File: config.mk
export PLATFORM = sky130hd
export DESIGN_NAME = hazard_ctrl_flow
export DESIGN_NICKNAME = d
export VERILOG_FILES = /design/src/rtl/hazard_ctrl_flow_pkg.sv /design/src/rtl/cf_inst_classify.sv /design/src/rtl/hazard_ctrl_flow.sv
export SDC_FILE = /design/constraint.sdc
export NUM_CORES = 1
export LEC_CHECK = 0
export CELL_PAD_IN_SITES_DETAIL_PLACEMENT = 1
export CELL_PAD_IN_SITES_GLOBAL_PLACEMENT = 2
export CORE_MARGIN = 4
export CORE_UTILIZATION = 17
export DETAILED_ROUTE_END_ITERATION = 8
export HOLD_SLACK_MARGIN = 0.06
export PLACE_DENSITY = 0.87
export SYNTH_ARGS = -nofsm -noshare
export SYNTH_HDL_FRONTEND = slang
export SYNTH_SLANG_ARGS = --single-unit
File: constraint.sdc
create_clock -name clk -period 1.7 [get_ports clk]
set_clock_uncertainty 0.1 [all_clocks]
set_input_delay 0.34 -clock clk [delete_from_list [all_inputs] [get_ports clk]]
set_output_delay 0.34 -clock clk [all_outputs]
set_load 0.005 [all_outputs]
File: src/rtl/hazard_ctrl_flow_pkg.sv
// Shared encodings for the control-flow hazard unit and its classifier.
//   OPC_*      : RISC-V major opcodes (inst[6:0]) that redirect the PC
//   cf_class_e : control-flow class of the decode-stage instruction
//   hz_state_e : hazard FSM states
package hazard_ctrl_flow_pkg;

  localparam logic [6:0] OPC_BRANCH = 7'b1100011;
  localparam logic [6:0] OPC_JAL    = 7'b1101111;
  localparam logic [6:0] OPC_JALR   = 7'b1100111;

  typedef enum logic [1:0] {
    CF_NONE = 2'b00,
    CF_BR   = 2'b01,
    CF_JAL  = 2'b10,
    CF_JALR = 2'b11
  } cf_class_e;

  typedef enum logic [1:0] {
    HZ_IDLE    = 2'b00,
    HZ_STALL   = 2'b01,
    HZ_RELEASE = 2'b10
  } hz_state_e;

endpackage

File: src/rtl/cf_inst_classify.sv
// Combinational control-flow classifier.
//   inst_i       : instruction word (only the major opcode is decoded)
//   inst_valid_i : 0 = bubble, forces CF_NONE
//   class_o      : CF_NONE / CF_BR / CF_JAL / CF_JALR
module cf_inst_classify
  import hazard_ctrl_flow_pkg::*;
(
  input  logic [31:0] inst_i,
  input  logic        inst_valid_i,
  output cf_class_e   class_o
);

  // Fields above the opcode play no part in classification.
  logic unused_inst_hi;
  assign unused_inst_hi = ^inst_i[31:7];

  always_comb begin
    class_o = CF_NONE;
    if (inst_valid_i) begin
      case (inst_i[6:0])
        OPC_BRANCH: class_o = CF_BR;
        OPC_JAL:    class_o = CF_JAL;
        OPC_JALR:   class_o = CF_JALR;
        default:    class_o = CF_NONE;
      endcase
    end
  end

endmodule

File: src/rtl/hazard_ctrl_flow.sv
// Control-flow hazard unit: holds PC and IF/ID for a per-class number of
// cycles after a branch/jal/jalr reaches decode, pulses flush_if after a
// taken resolution from EX, and optionally ends a branch stall early on a
// not-taken resolution.
//   clk, rst           : clock, asynchronous active-high reset
//   inst, inst_valid   : decode-stage instruction and its valid flag
//   ex_resolve/ex_taken: EX resolution of the pending control-flow inst
//   pipeline_stop_jump : stall to PC and IF/ID enables
//   flush_if           : one-cycle squash of IF/ID
//   active_class       : class being stalled (00 when not stalling)
//   stall_remaining    : stall cycles left after the current one
module hazard_ctrl_flow
  import hazard_ctrl_flow_pkg::*;
#(
  parameter int BR_STALL      = 2,
  parameter int JAL_STALL     = 2,
  parameter int JALR_STALL    = 2,
  parameter int CNT_W         = 3,
  parameter bit EARLY_RELEASE = 1'b1
) (
  input  logic             clk,
  input  logic             rst,
  input  logic [31:0]      inst,
  input  logic             inst_valid,
  input  logic             ex_resolve,
  input  logic             ex_taken,
  output logic             pipeline_stop_jump,
  output logic             flush_if,
  output logic [1:0]       active_class,
  output logic [CNT_W-1:0] stall_remaining
);

  if (CNT_W < 1 || BR_STALL > (1 << CNT_W) || JAL_STALL > (1 << CNT_W) ||
      JALR_STALL > (1 << CNT_W) || BR_STALL < 0 || JAL_STALL < 0 ||
      JALR_STALL < 0) begin : g_bad_params
    $error("hazard_ctrl_flow: illegal stall/counter parameters");
  end

  // Stall lengths may equal 2**CNT_W, so they need one extra bit.
  localparam logic [CNT_W:0] BR_N   = (CNT_W+1)'(BR_STALL);
  localparam logic [CNT_W:0] JAL_N  = (CNT_W+1)'(JAL_STALL);
  localparam logic [CNT_W:0] JALR_N = (CNT_W+1)'(JALR_STALL);
  localparam logic [CNT_W:0] ONE_N  = (CNT_W+1)'(1);

  cf_class_e        cls_w;
  logic [CNT_W:0]   n_w;
  logic [CNT_W:0]   n_m1_w;

  hz_state_e        state_q, state_d;
  logic [CNT_W-1:0] cnt_q, cnt_d;
  cf_class_e        cls_q, cls_d;
  logic             resd_q, resd_d;   // a resolve was already seen this stall
  logic             flush_q, flush_d;
  logic             first_res;
  logic             early;

  cf_inst_classify u_classify (
    .inst_i       (inst),
    .inst_valid_i (inst_valid),
    .class_o      (cls_w)
  );

  always_comb begin
    n_w = '0;
    case (cls_w)
      CF_BR:   n_w = BR_N;
      CF_JAL:  n_w = JAL_N;
      CF_JALR: n_w = JALR_N;
      default: n_w = '0;
    endcase
  end

  assign n_m1_w = n_w - ONE_N;

  always_comb begin
    state_d   = state_q;
    cnt_d     = cnt_q;
    cls_d     = cls_q;
    resd_d    = resd_q;
    flush_d   = 1'b0;
    first_res = 1'b0;
    early     = 1'b0;
    case (state_q)
      HZ_IDLE: begin
        if (cls_w != CF_NONE && n_w != '0) begin
          state_d = HZ_STALL;
          cnt_d   = n_m1_w[CNT_W-1:0];
          cls_d   = cls_w;
          resd_d  = 1'b0;
        end
      end
      HZ_STALL: begin
        first_res = ex_resolve && !resd_q;
        if (ex_resolve) resd_d = 1'b1;
        flush_d = first_res && ex_taken;
        early   = first_res && !ex_taken && EARLY_RELEASE && (cls_q == CF_BR);
        if (cnt_q == '0 || early) begin
          state_d = HZ_RELEASE;
          cnt_d   = '0;
        end else begin
          cnt_d = cnt_q - CNT_W'(1);
        end
      end
      HZ_RELEASE: begin
        // Stalled instruction is still in decode: no detection here.
        state_d = HZ_IDLE;
        cls_d   = CF_NONE;
      end
      default: begin
        state_d = HZ_IDLE;
        cnt_d   = '0;
        cls_d   = CF_NONE;
      end
    endcase
  end

  always_ff @(posedge clk or posedge rst) begin
    if (rst) begin
      state_q <= HZ_IDLE;
      cnt_q   <= '0;
      cls_q   <= CF_NONE;
      resd_q  <= 1'b0;
      flush_q <= 1'b0;
    end else begin
      state_q <= state_d;
      cnt_q   <= cnt_d;
      cls_q   <= cls_d;
      resd_q  <= resd_d;
      flush_q <= flush_d;
    end
  end

  // Outputs decode flops only.
  assign pipeline_stop_jump = (state_q == HZ_STALL);
  assign active_class       = (state_q == HZ_STALL) ? cls_q : CF_NONE;
  assign stall_remaining    = (state_q == HZ_STALL) ? cnt_q : '0;
  assign flush_if           = flush_q;

endmodule

==> results.tsv <==
stage	metric	value	unit
status	outcome	complete, no violations	
place	hpwl dp	1.29	mm
synthesis	Syn Std Cell Area	558	sq um
pwr	Clock Power Share	0.228	
cells_and_area	final net count	127	
floorplanning	Die W	65.3	um
sta	setup repair after global routing missed its margin	no	
place	pre-CTS setup slack	-0.258	ns
pwr	total power draw	0.715	mW
pwr	Peak VDD IR	0.000213	V
critical_path	CP endpoint kind	flop	
global_routing	first-pass GRT wire length	2.78	mm
route	router iterations before antenna repair	4	
route	routed len/inst	11.7	um
cts	Clock Tree Root	clkbuf_4	
critical_path	Worst EP arrival	1.70	ns
global_routing	vias in the first global route	629	
synthesis	synth warn	0	
route	# DRC	0	
route	Max Used Layer	met4	
route	wl on met1	697	um
route	WL final	1.53	mm
cts	cts hold-fix bufs	0	
cts	clk sinks	9	
place	Port-buffer cells	18	
route	vias per inst	4.37	
cts	number of H-tree levels	1	
pwr	P_int	0.477	mW
critical_path	crit-path max FO	2	
sta	Setup Viol. Count Final	0	
critical_path	Req. time, crit path	1.74	ns
critical_path	r2r worst-path depth	4	
sta	Setup TNS	0	ns
pwr	Cell Pwr Density	789	nW/um^2
cts	CTS tree	built	
critical_path	CP Launch Type	primary input	
global_routing	initial antenna violation count	0	
synthesis	Distinct cells, synth	29	
sta	final worst slack	0.0445	ns
synthesis	post-synthesis sequential area ratio	0.404	
global_routing	largest net degree at the start of global routing	10	
run	max-cap viol count	0	
sta	measured slew at the worst slew-check pin	0.394	ns
route	WL met3	74	um
pwr	P_leak	0.438	nW
synthesis	synthesized flop and latch total	9	
cells_and_area	layout cells sized above 1	0.264	
pwr	Combinational Power Share	0.338	
pwr	sw power	0.237	mW
floorplanning	Rows	20	
min_path	min-delay worst type	primary input to async pin	
sta	Min Clock Period, post-route	1.66	ns
place	Final Wtd Congestion	0.722	
synthesis	Net Count, Synth	94	
cts	Reg clk slew, reported paths	0.06	ns
sta	endpoints failing hold	0	
floorplanning	IO Count	44	
global_routing	grt total ovfl	0	
floorplanning	initial core utilization	0.180	
sta	maximum clock frequency	604	MHz
floorplanning	Core Footprint	3100	sq um
critical_path	Crit Path Class	primary input to flop	
synthesis	synthesized instance count	55	
cts	worst skew pair latency	0.26	ns
cells_and_area	n_diodes	0	
sta	fin. max-slew vios	0	
cells_and_area	Area Overhead vs Synth	62.3	%
global_routing	GRT Total Usage	0.0846	
cells_and_area	Design Area, Final	906	sq um
synthesis	syn_area_per_cell	10.1	sq um
sta	worst hold slack	0.241	ns
pwr	Flop pwr share	0.434	
route	Antenna Nets Post-Route	0	
place	placed cell area	856	sq um
cts	TritonCTS buffer count	3	
sta	period utilization	0.974	
sta	Slew HR	0.736	
cts	Longest Clk Path Bufs	2	
route	via count	572	
pwr	switching power share of the total	0.332	
route	drt first-iter violations	3	
route	met2 wire length	726	um
floorplanning	Die H	65.3	um
floorplanning	full die area	4260	sq um
[worst max-delay path: stages]
cell and delay, ns:
clkdlybuf4s50_1 0.40, nand4b_4 0.17, o41a_1 0.47, a221o_1 0.32
[placed cells by master, fill, tap and decap left out, types with 2 or more instances in the layout]
master,Yosys,routed
ha_1,2,2
nand2_1,2,2
inv_2,1,2
or4_1,2,2
buf_4,0,11
dlygate4sd2_1,0,4
and3_1,3,3
nor2_1,3,3
dfrtp_2,0,2
a21oi_1,3,3
o41ai_1,2,2
inv_1,7,6
clkdlybuf4s50_1,0,9
dfrtp_1,9,7
dlymetal6s2s_1,0,3
clkbuf_4,0,3
nor2b_1,2,2
[per-layer routing]
layer	vias to the layer above	global-route usage
li1	277	-
met1	276	0.0985
met2	17	0.137
met3	2	0.0222
met4	0	0.0544
met5	-	0
[synth_stat cells]
cell type / instances / area share
o22ai_1: 1 / 0.011
nor2_1: 3 / 0.020
and3_1: 3 / 0.034
nand2b_1: 2 / 0.022
a2111oi_0: 1 / 0.016
o31ai_1: 1 / 0.013
a211o_1: 1 / 0.016
ha_1: 2 / 0.045
inv_2: 1 / 0.0067
nor4_1: 1 / 0.011
nand2_1: 2 / 0.013
a211oi_1: 1 / 0.013
or4_1: 2 / 0.027
nor4b_2: 1 / 0.027
nor2b_1: 2 / 0.022
o311ai_1: 1 / 0.016
nor2b_4: 1 / 0.025
o41ai_1: 2 / 0.031
or3_1: 1 / 0.011
o2bb2ai_1: 1 / 0.016
inv_1: 7 / 0.047
a21oi_1: 3 / 0.027
o41a_1: 1 / 0.020
buf_2: 1 / 0.0090
dfrtp_1: 9 / 0.40
a221o_1: 1 / 0.018
and4_1: 1 / 0.016
a2111o_1: 1 / 0.020
nand4b_4: 1 / 0.043
[kinds of logic (layout without fill, tap and decap cells)]
| group | count (synthesis) | in the layout | synth area share |
|---|---|---|---|
| adder cells (fa/ha/maj) | 2 | 2 | 0.0448 |
| AO/OA/AOI/OAI | 15 | 15 | 0.218 |
| flip-flops | 9 | 9 | 0.404 |
| AND/OR/NAND/NOR | 20 | 20 | 0.271 |
| buffers and inverters | 9 | 41 | 0.0628 |
[power groups by stage]
stage | clock, mW | sequential (mW) | combinational (mW)
after floorplan | 0 | 0.298 | 0.154
after global placement | 0 | 0.309 | 0.228
after detailed placement | 0 | 0.311 | 0.242
after CTS | 0.168 | 0.310 | 0.243
after global routing | 0.188 | 0.320 | 0.279
final | 0.163 | 0.310 | 0.241
[cell type report]
cell class,count,area [sq um]
Fill cell,378,2200
Multi-Input combinational cell,37,307
Timing Repair Buffer,29,260
Sequential cell,9,228
Tap cell,44,55.1
Inverter,8,30.0
Clock buffer,4,26.3
[registers in the layout, summed over array words and instances, names as in the netlist]
register / count
cnt_q: 3
state_q: 2
flush_if: 1
cls_q: 2
resd_q: 1
[worst paths after layout]
path / start / to / slack [ns]
min in group clk: cnt_q[1]$_DFFE_PP0P_ / cnt_q[1]$_DFFE_PP0P_ / 0.40
worst min-delay path: rst / state_q[1]$_DFFE_PP0P_ / 0.24
worst max register to register: state_q[1]$_DFFE_PP0P_ / cnt_q[2]$_DFFE_PP0P_ / 0.10
worst min register to register: cnt_q[1]$_DFFE_PP0P_ / cnt_q[1]$_DFFE_PP0P_ / 0.40
max in group asynchronous: rst / cls_q[0]$_DFFE_PP0P_ / 0.98
worst max-delay path: inst[4] / cnt_q[2]$_DFFE_PP0P_ / 0.04
[per-stage QoR]
stage | util | cells
floorplan | - | 55
global placement | 0.276 | 125
detailed placement | 0.276 | 125
CTS | 0.290 | 131
global route | 0.292 | 131
finish | 0.292 | 131
[repair_timing]
item                       4_1_cts  5_1_grt
gates resized for setup         10        7
hold endpoints to repair         0        0
setup buffers                    2        0
pin swaps                        0        2
setup endpoints to repair        6        3
Note: power is estimated with default switching activity, not from simulation.
==> RTL edit 1: new RTL, config.mk and constraints unchanged <==
The parameter `CNT_W` goes from 3 to 4.
--- a/src/rtl/hazard_ctrl_flow.sv
+++ b/src/rtl/hazard_ctrl_flow.sv
@@ -16,5 +16,5 @@
   parameter int JAL_STALL     = 2,
   parameter int JALR_STALL    = 2,
-  parameter int CNT_W         = 3,
+  parameter int CNT_W         = 4,
   parameter bit EARLY_RELEASE = 1'b1
 ) (
Ports: changed (resized stall_remaining); port bits go from 44 to 45. The function was not compared with the original's and may differ.
==> RTL edit 1 against the unedited design <==
  * Design area increased by 2.5%
  * Via count decreased by 1.6%
  * First-iteration DRC count increased by 33%
  * Clock power increased by 29%
  * Total power increased by 43%
  * Area after synthesis decreased by 4.9%
  * Global-route usage increased by 0.071 points
  * Non-clock buffer count increased by 6
  * Wire length increased by 4.4%
  * Worst setup slack improved by 0.035 ns
  * Hold slack improved by 0.021 ns
  * Sequential cell count increased by 1
==> RTL edit 1: results <==
clocking:
  cts_max_level: 1
  number_of_buffers_between_clock_root_and_the_deepest_sink: 2
  clock_insertion_delay_worst_skew_ns: 0.26
  cts_made_buffers: 3
  clock_tree.root_cell: "clkbuf_4"
  path_clk_slew_ns: 0.07
setup_path:
  reg_to_reg_end: "cnt_q[0]$_DFFE_PP0P_"
  timing.critical_path.slowest_cell_delay_ns: 0.38
  worstPathMaxFanout: 7
  reg2reg_from: "state_q[1]$_DFFE_PP0P_"
  ff2ff_path_depth: 5
  arrival_ns: 1.18
  worst_setup_path_start_kind: "register"
  minimum_setup_slack_among_reg_to_reg_paths_ns: 0.09
  critical-path-slowest-cell: "dfrtp_1"
synth:
  synth.mux.area_fraction_pct: 0
  synthesis.nets: 92
  asyncSetResetFlopFracSynth_pct: 100
  synthesis.yosys.warnings: 0
  synth_compound_area_share_pct: 21.2
  yosys-top-cells-count: "dfrtp_1 (10), a21oi_1 (7), inv_1 (5), and2_1 (4), nand2_1 (4)"
  synth.yosys.seq_area_share_pct: 47.2
  yosys.area_share.xor_xnor_pct: 0
  synth_top_cells_by_area: "dfrtp_1 (47%), a21oi_1 (6.6%), and2_1 (4.7%), nor3b_1 (4.2%), inv_1 (3.5%)"
  synth_fa_ha_area_share_pct: 2.36
  synth.distinct_cells: 24
final_layout:
  final_net_count: 132
  biggestRegsByFlops: "cnt_q: 4 flops, cls_q: 2 flops, state_q: 2 flops"
  fraction_of_layout_cells_with_a_size_suffix_above_1_pct: 36.6
  diodes: 0
sta:
  slew-limit-headroom_pct: 73.6
  final_number_of_setup_violating_endpoints: 0
  final.setup.tns_ns: 0
grt:
  grt_antenna_before_repair: 0
  groute.usage.overall_pct: 8.54
  grt_max_degree: 11
  grt_pass1_wl_mm: 2.75
  grt_pass1_vias: 619
  overflow: 0
placement:
  port_buffers: 19
  place.detailed.hpwl_mm: 1.28
  dpl-instance-area_sq_um: 881
  dp_worst_setup_slack_ns: -0.224
  place.gp.congestion: 0.800
min_path:
  worstHoldPathType: "primary input to asynchronous set/reset pin"
detailed_routing:
  detailedRoute.firstPassIterationCount: 4
  post_drt_wl_per_cell_um: 11.7
  dr_iter_0_viols: 4
  drt-vias-per-instance: 4.11
pwr:
  lkg_pwr_nw: 0.433
  irDropWorstVdd_uv: 186
outcome:
  run_status: "finished, final reports clean"
==> RTL edit 1: cell count changes in the layout (fill, tap and decap cells not counted), moves of 4 or more <==
cell           delta
buf_4             +5
clkbuf_2          +5
and2_1            +4
dlygate4sd2_1     -4
a21oi_1           +4
==> RTL edit 1: how the worst max path moves through the flow <==
stage | slack (ns) | cells past startpoint | startpoint | end
after CTS | 0.005 | 4 | state_q[1]$_DFFE_PP0P_ | stall_remaining[1]
final | 0.08 | 4 | state_q[1]$_DFFE_PP0P_ | pipeline_stop_jump
after floorplan | 0.08 | 6 | cnt_q[0]$_DFFE_PP0P_ | cnt_q[0]$_DFFE_PP0P_
after global placement | -0.16 | 5 | ex_resolve | cnt_q[2]$_DFFE_PP0P_
after detailed placement | -0.22 | 5 | ex_resolve | cnt_q[2]$_DFFE_PP0P_
after global routing | -0.002 | 6 | cnt_q[1]$_DFFE_PP0P_ | cnt_q[0]$_DFFE_PP0P_
==> RTL edit 1: stage by stage <==
step                      std cells  hold slack, ns  power (mW)
after floorplan                  54          0.0802       0.567
after global placement          131           0.419       0.750
after detailed placement        131           0.430       0.775
after CTS                       136           0.273       0.994
after global routing            137           0.300        1.11
final                           137           0.262        1.02
==> RTL edit 1: logic make-up after synthesis <==
logic type      count (synthesis)
simple gates                   22
buf+inv                         5
fa+ha+maj                       1
flops                          10
compound gates                 16
==> RTL edit 1: what timing repair did <==
action / 4_1_cts / 5_1_grt
pin swaps: 0 / 2
setup buffers: 1 / 1
resized for setup: 12 / 15
endpoints found under the setup margin: 7 / 10
hold buffers: 0 / 0
==> RTL edit 1: power by group <==
part	switching (mW)	total, mW	internal (mW)
Combinational	0.170	0.414	0.244
Clock	0.0806	0.211	0.130
Sequential	0.0784	0.396	0.317
==> RTL edit 1: routing by layer <==
metal  part of all wire (%)  routed length, um  GRT usage (%)  vias to the layer above
li1                       -                  -              -                      275
met1                     42                677           10.1                      267
met2                     51                813           14.5                       17
met3                    4.3                 69          0.879                        4
met4                    2.4                 38           5.66                        0
met5                      0                  0              0                        -
==> RTL edit 1: critical path, delay by kind of cell, from the launching register on <==
kind,cells,cell delay [ns]
AND/OR/NAND/NOR,1,0.16
buffers and inverters,3,0.37
flip-flops,1,0.38
==> RTL edit 1: area by class of cell <==
| type | count | area, sq um |
|---|---|---|
| inverters | 5 | 21.3 |
| flip-flops and latches | 10 | 250 |
| clock buffers | 4 | 36.3 |
| repair buffers | 35 | 280 |
| multi-input cells | 39 | 285 |
| well taps | 44 | 55.1 |
| fillers | 367 | 2100 |
==> RTL edit 2: new RTL, same settings <==
Made on the original files. Re-encode `hz_state_e` (3 states) as one-hot, 3 bits wide.
--- a/src/rtl/hazard_ctrl_flow_pkg.sv
+++ b/src/rtl/hazard_ctrl_flow_pkg.sv
@@ -16,8 +16,8 @@
   } cf_class_e;
 
-  typedef enum logic [1:0] {
-    HZ_IDLE    = 2'b00,
-    HZ_STALL   = 2'b01,
-    HZ_RELEASE = 2'b10
+  typedef enum logic [2:0] {
+    HZ_IDLE    = 3'b001,
+    HZ_STALL   = 3'b010,
+    HZ_RELEASE = 3'b100
   } hz_state_e;
 
Check against the original RTL: no difference found for any inputs over 10 cycles, from zero or initial values and one cycle with rst high; not proved beyond that.
==> RTL edit 2 against the unedited design <==
  * Die area increased by 4.3%
  * Largest power group unchanged
  * The flow now finishes with violations (negative setup slack)
  * Largest cell class unchanged
  * Total power decreased by 17%
  * Sequential cell count increased by 1
  * Area after synthesis increased by 4.9%
  * Wire length increased by 39%
  * Design area increased by 25%
  * Critical path type is now register to register
  * Worst setup slack got worse by 0.17 ns
==> RTL edit 2: results <==
outcome:
  run_status: "complete, but fails checks"
  failing_checks: "negative setup slack"
placement:
  place.detailed.hpwl_mm: 1.51
  dpl-instance-area_sq_um: 950
  dp_worst_setup_slack_ns: -0.264
  place.gp.congestion: 0.680
clocking:
  clock_tree.root_cell: "clkbuf_4"
  cts_made_buffers: 3
  number_of_buffers_between_clock_root_and_the_deepest_sink: 2
  path_clk_slew_ns: 0.08
  cts_max_level: 1
final_layout:
  fraction_of_layout_cells_with_a_size_suffix_above_1_pct: 48.5
  filler_cell_count: 400
  post-route-util_pct: 33.8
  biggestRegsByFlops: "cnt_q: 3 flops, state_q: 3 flops, cls_q: 2 flops"
  final_net_count: 141
synth:
  synth_fa_ha_area_share_pct: 4.27
  yosys-top-cells-count: "dfrtp_1 (9), and2_1 (6), inv_1 (5), nor2_1 (5)"
  synth_top_cells_by_area: "dfrtp_1 (38%), and2_1 (6.4%), dfstp_2 (4.5%), o2bb2ai_1 (4.5%), ha_1 (4.3%)"
  synth.mux.area_fraction_pct: 0
  synth_compound_area_share_pct: 17.1
  synthesis.yosys.warnings: 0
  synth.distinct_cells: 30
  synth.yosys.seq_area_share_pct: 42.9
  postSynthCellCount: 58
grt:
  grt_pass1_wl_mm: 3.33
  grtUsageMet2_pct: 20.9
  grt_max_degree: 11
  grt_pass1_vias: 760
  grt_use_met1_pct: 9.29
  groute.usage.overall_pct: 10.1
  met3_usage_pct: 4.05
setup_path:
  arrival_ns: 1.93
  reg2reg_from: "state_q[0]$_DFFE_PP1P_"
  worstPathMaxFanout: 5
  criticalPathCategory: "register to register"
  ff2ff_path_depth: 5
  timing.critical_path.slowest_cell_delay_ns: 0.57
  reg_to_reg_end: "cls_q[1]$_DFFE_PP0P_"
pwr:
  pg_comb_uw: 148
  irDropWorstVdd_uv: 284
  lkg_pwr_nw: 0.504
  netSwitchingFraction_pct: 28.3
  power_sequential_uw: 267
detailed_routing:
  detailedRoute.firstPassIterationCount: 2
  route.vias.total: 618
  drt-vias-per-instance: 4.20
  detailroute.wirelength.met3_um: 129
  detail_route.wirelength_mm: 2.12
  detail_route.wirelength.met1_um: 735
  wl_met2_mm: 1.25
sta:
  final_number_of_setup_violating_endpoints: 12
  worst_slack_ns: -0.125
  final.setup.tns_ns: -0.740
  slew-limit-headroom_pct: 73.7
-- RTL edit 2: worst max-delay path: cells and delay by family (launching register included) --
kind	cells	cell delay (ns)
AOI/OAI and AO/OA	1	0.09
DFF	1	0.57
buffers and inverters	1	0.11
and+or+nand+nor	3	0.89
-- RTL edit 2: cell type report --
class	instances	share of cell area (%)
Multi-Input combinational cell	41	35.4
Tap cell	46	5.10
Timing Repair Buffer	41	33.3
Sequential cell	10	22.3
Clock buffer	4	2.33
Inverter	5	1.66
-- RTL edit 2: per-stage QoR --
stage,total power [mW],hold WS (ns)
after CTS,0.586,0.264
after floorplan,0.317,0.0795
final,0.592,0.245
after global routing,0.630,0.274
after global placement,0.387,0.389
after detailed placement,0.397,0.397
-- RTL edit 2: repair_timing --
action / 4_1_cts / 5_1_grt
pin swaps: 5 / 3
hold buffers: 0 / 0
setup endpoints to repair: 12 / 15
setup buffers: 6 / 0
gates resized for setup: 40 / 12
